## config.mk

```make
export PLATFORM = sky130hd
export DESIGN_NAME = alu_arbiter
export DESIGN_NICKNAME = d
export VERILOG_FILES = /design/src/rtl/alu_arbiter.sv
export SDC_FILE = /design/constraint.sdc
export NUM_CORES = 1
export LEC_CHECK = 0
export CAP_MARGIN = 10
export CORE_UTILIZATION = 40
export CTS_BUF_LIST = sky130_fd_sc_hd__clkbuf_8
export CTS_CLUSTER_DIAMETER = 30
export DETAILED_ROUTE_END_ITERATION = 10
export GPL_TIMING_DRIVEN = 0
export PLACE_DENSITY_LB_ADDON = 0.2
export SLEW_MARGIN = 20
export SYNTH_ARGS = -nofsm -noshare
export SYNTH_HDL_FRONTEND = slang
export SYNTH_SLANG_ARGS = --single-unit
```

## constraint.sdc

```tcl
create_clock -name clk -period 6.4 [get_ports clk]
set_input_delay 1.28 -clock clk [delete_from_list [all_inputs] [get_ports clk]]
set_output_delay 1.28 -clock clk [all_outputs]
set_load 0.03 [all_outputs]
```

## src/rtl/alu_arbiter.sv

```systemverilog
// alu_arbiter: shares one combinational ALU between NUM_REQ valid/ready requesters.
// Define ALU_ARB_FIXED_PRIO_EN for fixed lowest-index-wins priority instead of round-robin.
package alu_arbiter_pkg;
  typedef logic [3:0] alu_opt_t;
  localparam alu_opt_t alu_control_add = 4'd0;
  localparam alu_opt_t alu_control_sub = 4'd1;
  localparam alu_opt_t alu_control_and = 4'd2;
  localparam alu_opt_t alu_control_or  = 4'd3;
  localparam alu_opt_t alu_control_xor = 4'd4;
endpackage

module alu_arbiter
  import alu_arbiter_pkg::*;
#(
  parameter int DATA_WIDTH = 16,
  parameter int NUM_REQ    = 4,
  parameter int ID_W       = $clog2(NUM_REQ)
) (
  input  logic                              clk,
  input  logic                              rst,
  input  logic     [NUM_REQ-1:0]            req_valid,
  output logic     [NUM_REQ-1:0]            req_ready,
  input  alu_opt_t [NUM_REQ-1:0]            req_op,
  input  logic     [NUM_REQ-1:0][DATA_WIDTH:0] req_a,
  input  logic     [NUM_REQ-1:0][DATA_WIDTH:0] req_b,
  output logic     [DATA_WIDTH:0]           alu_ain,
  output logic     [DATA_WIDTH:0]           alu_bin,
  output alu_opt_t                          alu_control,
  input  logic     [DATA_WIDTH:0]           alu_result,
  output logic                              rsp_valid,
  input  logic                              rsp_ready,
  output logic     [DATA_WIDTH:0]           rsp_data,
  output logic     [ID_W-1:0]               rsp_id
);
  localparam logic [1:0] IDLE = 2'd0;
  localparam logic [1:0] EXEC = 2'd1;
  localparam logic [1:0] RESP = 2'd2;

  logic [1:0]          state_q, state_d;
  logic [DATA_WIDTH:0] ain_q, ain_d, bin_q, bin_d, data_q, data_d;
  alu_opt_t            op_q, op_d;
  logic [ID_W-1:0]     id_q, id_d, ptr, gnt_id, idx;
  logic                gnt_v, take;

`ifdef ALU_ARB_FIXED_PRIO_EN
  assign ptr = '0;
`else
  logic [ID_W-1:0] rr_ptr_q, rr_ptr_d;
  assign ptr = rr_ptr_q;
  assign rr_ptr_d = take ? ((gnt_id == ID_W'(NUM_REQ - 1)) ? '0 : gnt_id + 1'b1) : rr_ptr_q;
  always_ff @(posedge clk) begin
    rr_ptr_q <= rst ? '0 : rr_ptr_d;
  end
`endif

  // Reverse scan: the last match written is the first index in priority order.
  always_comb begin
    gnt_v = 1'b0;
    gnt_id = '0;
    idx = '0;
    for (int i = NUM_REQ - 1; i >= 0; i--) begin
      idx = ID_W'((int'(ptr) + i) % NUM_REQ);
      if (req_valid[idx]) begin
        gnt_v = 1'b1;
        gnt_id = idx;
      end
    end
  end

  assign take      = state_q == IDLE && gnt_v;
  assign req_ready = take ? NUM_REQ'(1) << gnt_id : '0;

  always_comb begin
    state_d = take ? EXEC : (state_q == EXEC) ? RESP : (state_q == RESP && !rsp_ready) ? RESP : IDLE;
    ain_d = take ? req_a[gnt_id] : ain_q;
    bin_d = take ? req_b[gnt_id] : bin_q;
    op_d = take ? req_op[gnt_id] : op_q;
    id_d = take ? gnt_id : id_q;
    data_d = (state_q == EXEC) ? alu_result : data_q;
  end

  always_ff @(posedge clk) begin
    if (rst) begin
      state_q <= IDLE;
      ain_q <= '0;
      bin_q <= '0;
      op_q <= alu_control_add;
      id_q <= '0;
      data_q <= '0;
    end else begin
      state_q <= state_d;
      ain_q <= ain_d;
      bin_q <= bin_d;
      op_q <= op_d;
      id_q <= id_d;
      data_q <= data_d;
    end
  end

  assign alu_ain     = ain_q;
  assign alu_bin     = bin_q;
  assign alu_control = op_q;
  assign rsp_valid   = state_q == RESP;
  assign rsp_data    = data_q;
  assign rsp_id      = id_q;
endmodule

```

==> impl_metrics.env <==
export IMPL_status="finished clean"
export IMPL_synth_cell_types=36
export IMPL_grt_max_degree=14
export IMPL_cts_setup_buffers=0
export IMPL_port_buffers=237
export IMPL_period_share_pct=82.39
export IMPL_critPathKind="primary input to output pin"
export IMPL_worstMarginPinSlew_ns=0.5034
export IMPL_final_cell_mix="237 x clkdlybuf4s50_1, 74 x nand2_1, 61 x dfxtp_1"
export IMPL_fmax_mhz=189.6
export IMPL_grt_use_total_pct=26.37
export IMPL_mostFrequentLayoutCell="clkdlybuf4s50_1"
export IMPL_maxSlewViolCount=0
export IMPL_rows=34
export IMPL_synth_net_count=604
export IMPL_ir_drop_mv=0.1268
export IMPL_die_area_mm2=0.009312
export IMPL_area_delta_synth_final_pct=75.27
export IMPL_cts_max_path_buffers=2
export IMPL_cp_max_fo=10
export IMPL_drive_gt1_share_pct=10.00
export IMPL_dp_hpwl_mm=9.859
export IMPL_place_ws_ns=1.147
export IMPL_reg2reg_slack_ns=4.12
export IMPL_io_pins=238
export IMPL_drv_cap=0
export IMPL_place_congestion=0.8358
export IMPL_ys_warn_count=0
export IMPL_rsz0062_at_grt="false"
export IMPL_fillers=707
export IMPL_p_leak_nw=2.319
export IMPL_cp_arrival_ns=3.99
export IMPL_ys_ff_latch=61
export IMPL_dr_pass1_iters=4
export IMPL_gr_total_overflow=0
export IMPL_num_antenna_cells=0
export IMPL_critPathRequiredTime_ns=5.12
export IMPL_critPathLaunchType="primary input"
export IMPL_vias=4227
export IMPL_setup_viol=0
export IMPL_ctsResizeCount=0
export IMPL_wl_per_cell_um=16.14
export IMPL_drc=0
export IMPL_r2r_start="ptr[1]$_SDFFE_PP0P_"
export IMPL_clock_skew_ns=0.009705
export IMPL_layout_min_cycle_time_ns=5.273
export IMPL_ff2ff_path_depth=9
export IMPL_nets=852
export IMPL_antenna_found_initial=0
export IMPL_holdBufCountCts=0
export IMPL_powerDensity_mw_per_mm2=241.5
export IMPL_critical_path_endpoint="req_ready[3]"
export IMPL_ant_nets=0
export IMPL_slew_headroom_pct=66.44
export IMPL_start_util_pct=41.16
export IMPL_critPathLaunch="req_valid[2]"
export IMPL_viasPerCell=5.364
export IMPL_wirelength_mm=12.72
export IMPL_syn_area_mm2=0.003572
export IMPL_grt_pass1_vias=4132
export IMPL_clk_pin_slew_ns=0.08
export IMPL_cts_root_buf="clkbuf_8"
export IMPL_fin_hold_ws_ns=0.4612
export IMPL_r2r_end="ptr[0]$_SDFFE_PP0P_"
export IMPL_coreArea_mm2=0.008678
export IMPL_cts_sinks=61
export IMPL_min_path_type="flop to flop"
export IMPL_cts_buffers=9
export IMPL_yosysSeqAreaShare_pct=34.19
export IMPL_clk_insertion_delay_late_ns=0.34
export IMPL_hold_violations=0
export IMPL_end_kind="output pin"
export IMPL_tns_ns=0
export IMPL_synth_area_per_cell_um2=8.366
export IMPL_drtIter0Drc=167
export IMPL_syn_inst=427
export IMPL_tritoncts="done"
export IMPL_htreeDepth=3
export IMPL_die_h_um=96.50
export IMPL_layout_setup_ws_ns=1.127
export IMPL_die_w_um=96.50
export IMPL_grt_pass1_wl_mm=18.96
cell families (layout without fill, tap and decap cells):
group / count (synthesis) / after routing / synth area share, %
compound gates: 141 / 141 / 29.70
fa+ha+maj: 1 / 1 / 0.3502
buf+inv: 47 / 300 / 7.076
flops: 61 / 61 / 34.19
mux: 40 / 40 / 11.21
simple gates: 137 / 137 / 17.48
area by class of cell:
type	count	area [µm²]	area share [%]
Buffer	43	237.7	3.797
Tap cell	108	135.1	2.158
Timing Repair Buffer	237	2372	37.89
Inverter	4	15.01	0.2398
Sequential cell	61	1221	19.50
Multi-Input combinational cell	319	2098	33.51
Clock buffer	9	123.9	1.978
Clock inverter	7	57.56	0.9193
cell usage after synthesis:
cell	instances	share of area, %
a211o_1	38	9.3
a21boi_1	1	0.21
a21oi_1	23	3.2
a221oi_1	1	0.25
and2_1	1	0.18
and3_1	1	0.18
buf_2	16	2.2
buf_4	1	0.21
buf_6	3	0.95
buf_8	2	0.84
clkbuf_1	19	2.0
clkbuf_4	2	0.42
dfxtp_1	61	34
ha_1	1	0.35
inv_1	2	0.21
inv_2	2	0.21
mux2i_1	40	11
nand2_1	74	7.8
nand2_2	1	0.18
nand2_4	1	0.32
nand2b_1	4	0.70
nand3_1	38	5.3
nor2_1	4	0.42
nor2_4	1	0.32
nor2b_1	4	0.70
nor3_1	4	0.56
o211ai_1	18	3.8
o211ai_2	20	7.0
o21ai_0	10	1.4
o21ai_1	28	3.9
o22a_1	1	0.25
o22ai_2	1	0.35
or2_1	1	0.18
or2_2	1	0.18
or3_1	1	0.18
or4_4	1	0.32
per-layer routing:
layer  routed length, µm  vias to the layer above  track usage (%)
met2                6405                      176            47.71
li1                    -                     2053                -
met3                 838                       30            5.947
met5                   0                        -                0
met1                5105                     1968            29.45
met4                 368                        0            11.27
sequential cells by signal (all words and copies together), names as in the netlist:
name,count
alu_ain,17
alu_bin,17
alu_control,4
ptr,2
rsp_data,17
rsp_id,2
state_q,2
where the power goes:
group | switching (mW) | internal, mW
logic | 0.383 | 0.332
clock network | 0.176 | 0.145
registers | 0.0354 | 0.441
worst min path at each step:
stage / start / endpoint / depth (start not counted)
global route: rsp_data[14]$_SDFFE_PP0P_ / rsp_data[14]$_SDFFE_PP0P_ / 2
floorplan: ptr[0]$_SDFFE_PP0P_ / ptr[0]$_SDFFE_PP0P_ / 2
finish: rsp_data[11]$_SDFFE_PP0P_ / rsp_data[11]$_SDFFE_PP0P_ / 2
global placement: rsp_data[16]$_SDFFE_PP0P_ / rsp_data[16]$_SDFFE_PP0P_ / 2
detailed placement: rsp_data[11]$_SDFFE_PP0P_ / rsp_data[11]$_SDFFE_PP0P_ / 2
CTS: rsp_data[12]$_SDFFE_PP0P_ / rsp_data[12]$_SDFFE_PP0P_ / 2
per-stage QoR:
step | util (%) | instance area, µm² | power [mW] | std cells
after floorplan | - | 3572 | 0.8889 | 427
after CTS | 72.15 | 6261 | 1.520 | 788
final | 72.15 | 6261 | 1.512 | 788
after detailed placement | 70.05 | 6080 | 1.199 | 772
after global routing | 72.15 | 6261 | 1.592 | 788
after global placement | 70.05 | 6080 | 1.185 | 772
critical path, cell delays in order:
cell and delay, ns:
clkdlybuf4s50_1 0.53, nor2b_1 0.23, nor2b_1 0.33, buf_2 0.31
nor2_4 0.11, buf_2 0.23, ha_1 0.23, and3_1 0.14
clkdlybuf4s50_1 0.59
Note: power is estimated with default switching activity, not from simulation.
==> patch 1: new RTL, config.mk and constraints unchanged <==
`DATA_WIDTH`: 16 -> 18.
--- a/src/rtl/alu_arbiter.sv
+++ b/src/rtl/alu_arbiter.sv
@@ -13,5 +13,5 @@
   import alu_arbiter_pkg::*;
 #(
-  parameter int DATA_WIDTH = 16,
+  parameter int DATA_WIDTH = 18,
   parameter int NUM_REQ    = 4,
   parameter int ID_W       = $clog2(NUM_REQ)
Ports: changed (6 resized); port bits go from 238 to 262. No check against the original RTL was run, so the function may have changed too.
==> patch 1 against the original RTL <==
  * Sequential share of layout area is essentially flat
  * Sequential cell count rose by 6
  * Critical path depth rose by 1
  * Register-to-register slack worse by 140 ps
  * Design area up 9.9%
  * Synthesized cell count is 9.8% higher
  * Routed wire length is 25% higher
  * Utilization up 1.3 points
  * Die area up 9.4%
  * Synthesized area up 9.6%
  * Worst setup slack worse by 250 ps
  * Cell count increased by 11%
  * Sequential power grew 9.6%
  * Power is 15% higher
  * Critical path type unchanged
==> patch 1: results (changes against the original RTL) <==
Min path
  • Worst Hold Launch: alu_ain[15] (was rsp_data[11])
  • Worst Hold End: alu_ain[15] (was rsp_data[11])
  • Hold Crit Depth: 2 (unchanged)
  • Hold Path Class: flip-flop to flip-flop (unchanged)

Pwr
  • Combinational share of power: 49.1% (was 47.3%)
  • VDD IR max: 0.126 mV (was 0.127 mV)
  • Clock network power: 0.362 mW (was 0.321 mW)
  • P_int: 1.05 mW (was 0.918 mW)
  • Overall power: 1.74 mW (was 1.51 mW)
  • LEAKAGE: 2.61 nW (was 2.32 nW)

Route
  • Vias/cell: 5.55 (was 5.36)
  • Pre-antenna DRT Iters: 5 (was 4)
  • Iter 0 DRT Violations: 146 (was 167)
  • WL/cell: 18.2 um (was 16.1 um)
  • WL met2: 8190 um (was 6410 um)
  • WL met1: 6040 um (was 5110 um)
  • Met3 routed WL: 1250 um (was 838 um)

Status
  • Status: complete, no violations (unchanged)

Global route
  • First-pass GRT wire length: 23800 um (was 19000 um)
  • Total track usage: 30.2% (was 26.4%)
  • Vias in the first global route: 4778 (was 4132)

Setup path
  • Critical Path AT: 4250 ps (was 3990 ps)
  • Critical Path Source: req_valid[1] (was req_valid[2])
  • Maximum fanout along the worst path: 10 (unchanged)
  • Slowest CP cell: o32ai_2 (was clkdlybuf4s50_1)
  • Reg2reg setup slack: 3980 ps (was 4120 ps)
  • Top Family by Delay on Critical Path: buffers and inverters (unchanged)
  • Cells on worst reg2reg path: 8 (was 9)
  • CP peak stage delay: 640 ps (was 590 ps)
  • RR Endpoint: ptr[0] (unchanged)

Yosys
  • Post-synth top cells: nand2_1, and3_1, dfxtp_1 (was nand2_1, dfxtp_1, mux2i_1)
  • Top cell type's share of synthesized area: 34.3% (was 34.2%)
  • Sequential cell area fraction in the yosys report: 34.3% (was 34.2%)
  • FFs w/ async S/R, synth: 0% (unchanged)
  • Syn_nets: 664 (was 604)
  • Dominant cell type by area after synthesis: dfxtp_1 (unchanged)
  • Area contributors post-synth: dfxtp_1, and3_1, a211oi_1, nand2_1, a211oi_2 (was dfxtp_1, mux2i_1, a211o_1, nand2_1, o211ai_2)
  • Yosys cell types: 30 (was 36)

Timing
  • Hold Slack: 454 ps (was 461 ps)
  • Clk_skew: 12.5 ps (was 9.70 ps)
  • Fmax: 181 MHz (was 190 MHz)
  • Worst Tran Pin Value: 786 ps (was 503 ps)

Final layout
  • Layout cells sized above 1: 10.9% (was 10.0%)
  • Fillers: 759 (was 707)
  • Final nets: 935 (was 852)
  • Antenna Cells: 0 (unchanged)

Clocking
  • TritonCTS Buffers: 9 (unchanged)
  • Clk slew on worst S/H paths: 70 ps
  • Root Driver: clkbuf_8 (unchanged)
  • CTS max path bufs: 2 (unchanged)
  • Post-CTS setup buffers: 0 (unchanged)
  • Clock latency on the worst-skew pair: 340 ps (about the same)

Placement
  • Post-DP HPWL: 12300 um (was 9860 um)
  • Post-DP Area: 6680 um^2 (was 6080 um^2)
  • GPL Wtd Cong: 0.837 (was 0.836)
  • IO buf count: 260 (was 237)
  • Post-place setup slack: 867 ps (was 1150 ps)
[patch 1: per-layer routing]
layer	global-route usage, %	vias up
li1	-	2283
met1	33.2	2303
met2	56.0	225
met3	6.87	37
met4	11.5	0
met5	0	-
[patch 1: through the flow]
stage	utilization [%]	cells
2_1_floorplan	-	469
3_3_place_gp	71.3	858
3_5_place_dp	71.3	858
4_1_cts	73.4	874
5_1_grt	73.4	874
6_report	73.4	874
[patch 1: kinds of logic (layout without fill, tap and decap cells)]
family	after synthesis	in the layout	share of synthesized area, %
buffers and inverters	56	332	6.78
flip-flops	67	67	34.3
multiplexers	1	1	0.256
AND/OR/NAND/NOR	193	193	25.3
adder cells (fa/ha/maj)	1	1	0.320
AO/OA/AOI/OAI	151	151	33.1
[patch 1: cell type report]
cell class,instances,area [um^2],area share (%)
plain buffers,52,249,3.62
well taps,129,161,2.35
inverters,4,16.3,0.236
clock buffers,9,124,1.80
clock inverters,7,77.6,1.13
flip-flops and latches,67,1340,19.5
multi-input cells,346,2310,33.5
repair buffers,260,2600,37.8
==> patch 2: new RTL, same settings <==
Made on the original files. `data_q` no longer has a reset.
--- a/src/rtl/alu_arbiter.sv
+++ b/src/rtl/alu_arbiter.sv
@@ -87,5 +87,4 @@
       op_q <= alu_control_add;
       id_q <= '0;
-      data_q <= '0;
     end else begin
       state_q <= state_d;
@@ -94,6 +93,9 @@
       op_q <= op_d;
       id_q <= id_d;
-      data_q <= data_d;
     end
+  end
+
+  always_ff @(posedge clk) begin
+    data_q <= data_d;
   end
 
Function: differs if rst is asserted again (counterexample within 4 cycles, from zero or initial values and one cycle with rst high); with rst held inactive, the same outputs for 10 cycles.
==> patch 2 against the original RTL <==
  * Worst setup slack improved by 41 ps
  * Synthesized cell count fell by 13%
  * Global-route usage is 1.2 points higher
  * Design area decreased by 1.8%
  * Power rose by 0.89%
  * Sequential power up 4%
  * Cell count decreased by 7.6%
  * Routed wire length is 2.2% lower
  * First-iteration DRC count shrank 19%
  * Synthesized area fell by 3.5%
  * Via count is 7.5% lower
  * Sequential cell count is the same
  * Critical endpoint unchanged
  * Largest power group unchanged
==> patch 2: results (changes against the original RTL) <==
Status
  • Status: complete, no violations (unchanged)

Setup path
  • Critical Path AT: 3950 ps (was 3990 ps)
  • RR Endpoint: ptr[0] (unchanged)
  • Maximum fanout along the worst path: 10 (unchanged)
  • Critical Path Source: req_valid[2] (unchanged)
  • R2r startpoint: ptr[1] (unchanged)
  • Worst Setup EP: req_ready[3] (unchanged)
  • Cells on worst reg2reg path: 9 (unchanged)
  • Reg2reg setup slack: 4140 ps (was 4120 ps)

Final layout
  • Area occupied by multi-input gates: 1830 um^2 (was 2100 um^2)
  • Clock network area share: 3.14% (was 2.90%)
  • Clk_buf instances: 9 (unchanged)
  • Multi-input gates: 267 (was 319)
  • Layout cells sized above 1: 9.15% (was 10.0%)
  • Fillers: 639 (was 707)
  • Buffering overhead: 42.0% (was 41.7%)
  • Seq/total area: 22.6% (was 19.5%)
  • Number of non-clock buffers: 274 (was 280)
  • Final nets: 795 (was 852)
  • Antenna Cells: 0 (unchanged)
  • Non-clk invs: 5 (was 4)

Clocking
  • PostCTS Resize Cnt: 0 (unchanged)
  • Post-CTS setup buffers: 0 (unchanged)
  • Total clock sinks: 61 (unchanged)
  • Root Driver: clkbuf_8 (unchanged)

Timing
  • Worst Tran Pin Value: 853 ps (was 503 ps)
  • Clk_skew: 8.89 ps (was 9.70 ps)

Yosys
  • Post-synth top cells: dfxtp_1, mux2i_1, nand2_1 (was nand2_1, dfxtp_1, mux2i_1)
  • Syn_nets: 547 (was 604)
  • Sequential cell area fraction in the yosys report: 40.4% (was 34.2%)
  • Largest family of logic cells by synthesized area: compound AO/OA/AOI/OAI gates (unchanged)
  • Top FF cell, synth: dfxtp_1 (unchanged)
  • Synth Area in Adders: 0.363% (was 0.350%)
  • Area contributors post-synth: dfxtp_1, edfxtp_1, mux2i_1, a211o_1, o211ai_1 (was dfxtp_1, mux2i_1, a211o_1, nand2_1, o211ai_2)
  • FFs w/ async S/R, synth: 0% (unchanged)
  • Yosys cell types: 36 (unchanged)
  • Number of flops mapped to enable cells by yosys: 17 (was 0)
  • Synth Area in Compound Gates: 26.9% (was 29.7%)
  • Syn Area/Cell: 9.32 um^2 (was 8.37 um^2)
  • Mux share of post-synthesis cell area: 11.6% (was 11.2%)

Placement
  • GPL Wtd Cong: 0.821 (was 0.836)
  • IO buf count: 237 (unchanged)
  • Placed Cells: 712 (was 772)
  • Post-DP HPWL: 9490 um (was 9860 um)

Global route
  • Antenna violations before repair: 0 (unchanged)
  • Total track usage: 27.6% (was 26.4%)
  • First-pass GRT wire length: 18800 um (was 19000 um)
  • Vias in the first global route: 3829 (was 4132)
  • Pin count of the biggest net entering global routing: 19 (was 14)

Route
  • Vias: 3908 (was 4227)
  • Vias/cell: 5.37 (was 5.36)
  • Iter 0 DRT Violations: 135 (was 167)
  • WL/cell: 17.1 um (was 16.1 um)

Min path
  • Worst Hold Launch: alu_ain[11] (was rsp_data[11])
  • Hold Path Class: flip-flop to flip-flop (unchanged)
  • Worst Hold End: alu_ain[11] (was rsp_data[11])

Pwr
  • LEAKAGE: 2.24 nW (was 2.32 nW)
  • VDD IR max: 0.150 mV (was 0.127 mV)
patch 2: worst max-delay path: stages:
cell and delay (ps):
clkdlybuf4s50_1 530, nor2b_1 260, nor2b_1 280, buf_2 300
nor2_4 100, buf_2 240, ha_1 230, and3_1 140
clkdlybuf4s50_1 590
patch 2: power breakdown:
part | switching [mW] | total (mW) | internal (mW)
clock | 0.164 | 0.342 | 0.178
combinational | 0.368 | 0.689 | 0.321
sequential | 0.0335 | 0.495 | 0.461
total | 0.566 | 1.53 | 0.960
patch 2: metrics by stage:
stage               setup WS [ps]  hold slack [ps]  area (um^2)
floorplan                    2220              470         3450
global placement             1180              454         5950
detailed placement           1180              465         5950
CTS                          1160              483         6150
global route                  985              508         6150
finish                       1170              480         6150
patch 2: metal layers:
layer,global-route usage (%),vias to the layer above,wire (um)
met4,12.1,0,289
met1,31.3,1805,4910
met2,48.3,193,6230
li1,-,1884,-
met3,7.49,26,1010
met5,0,-,0
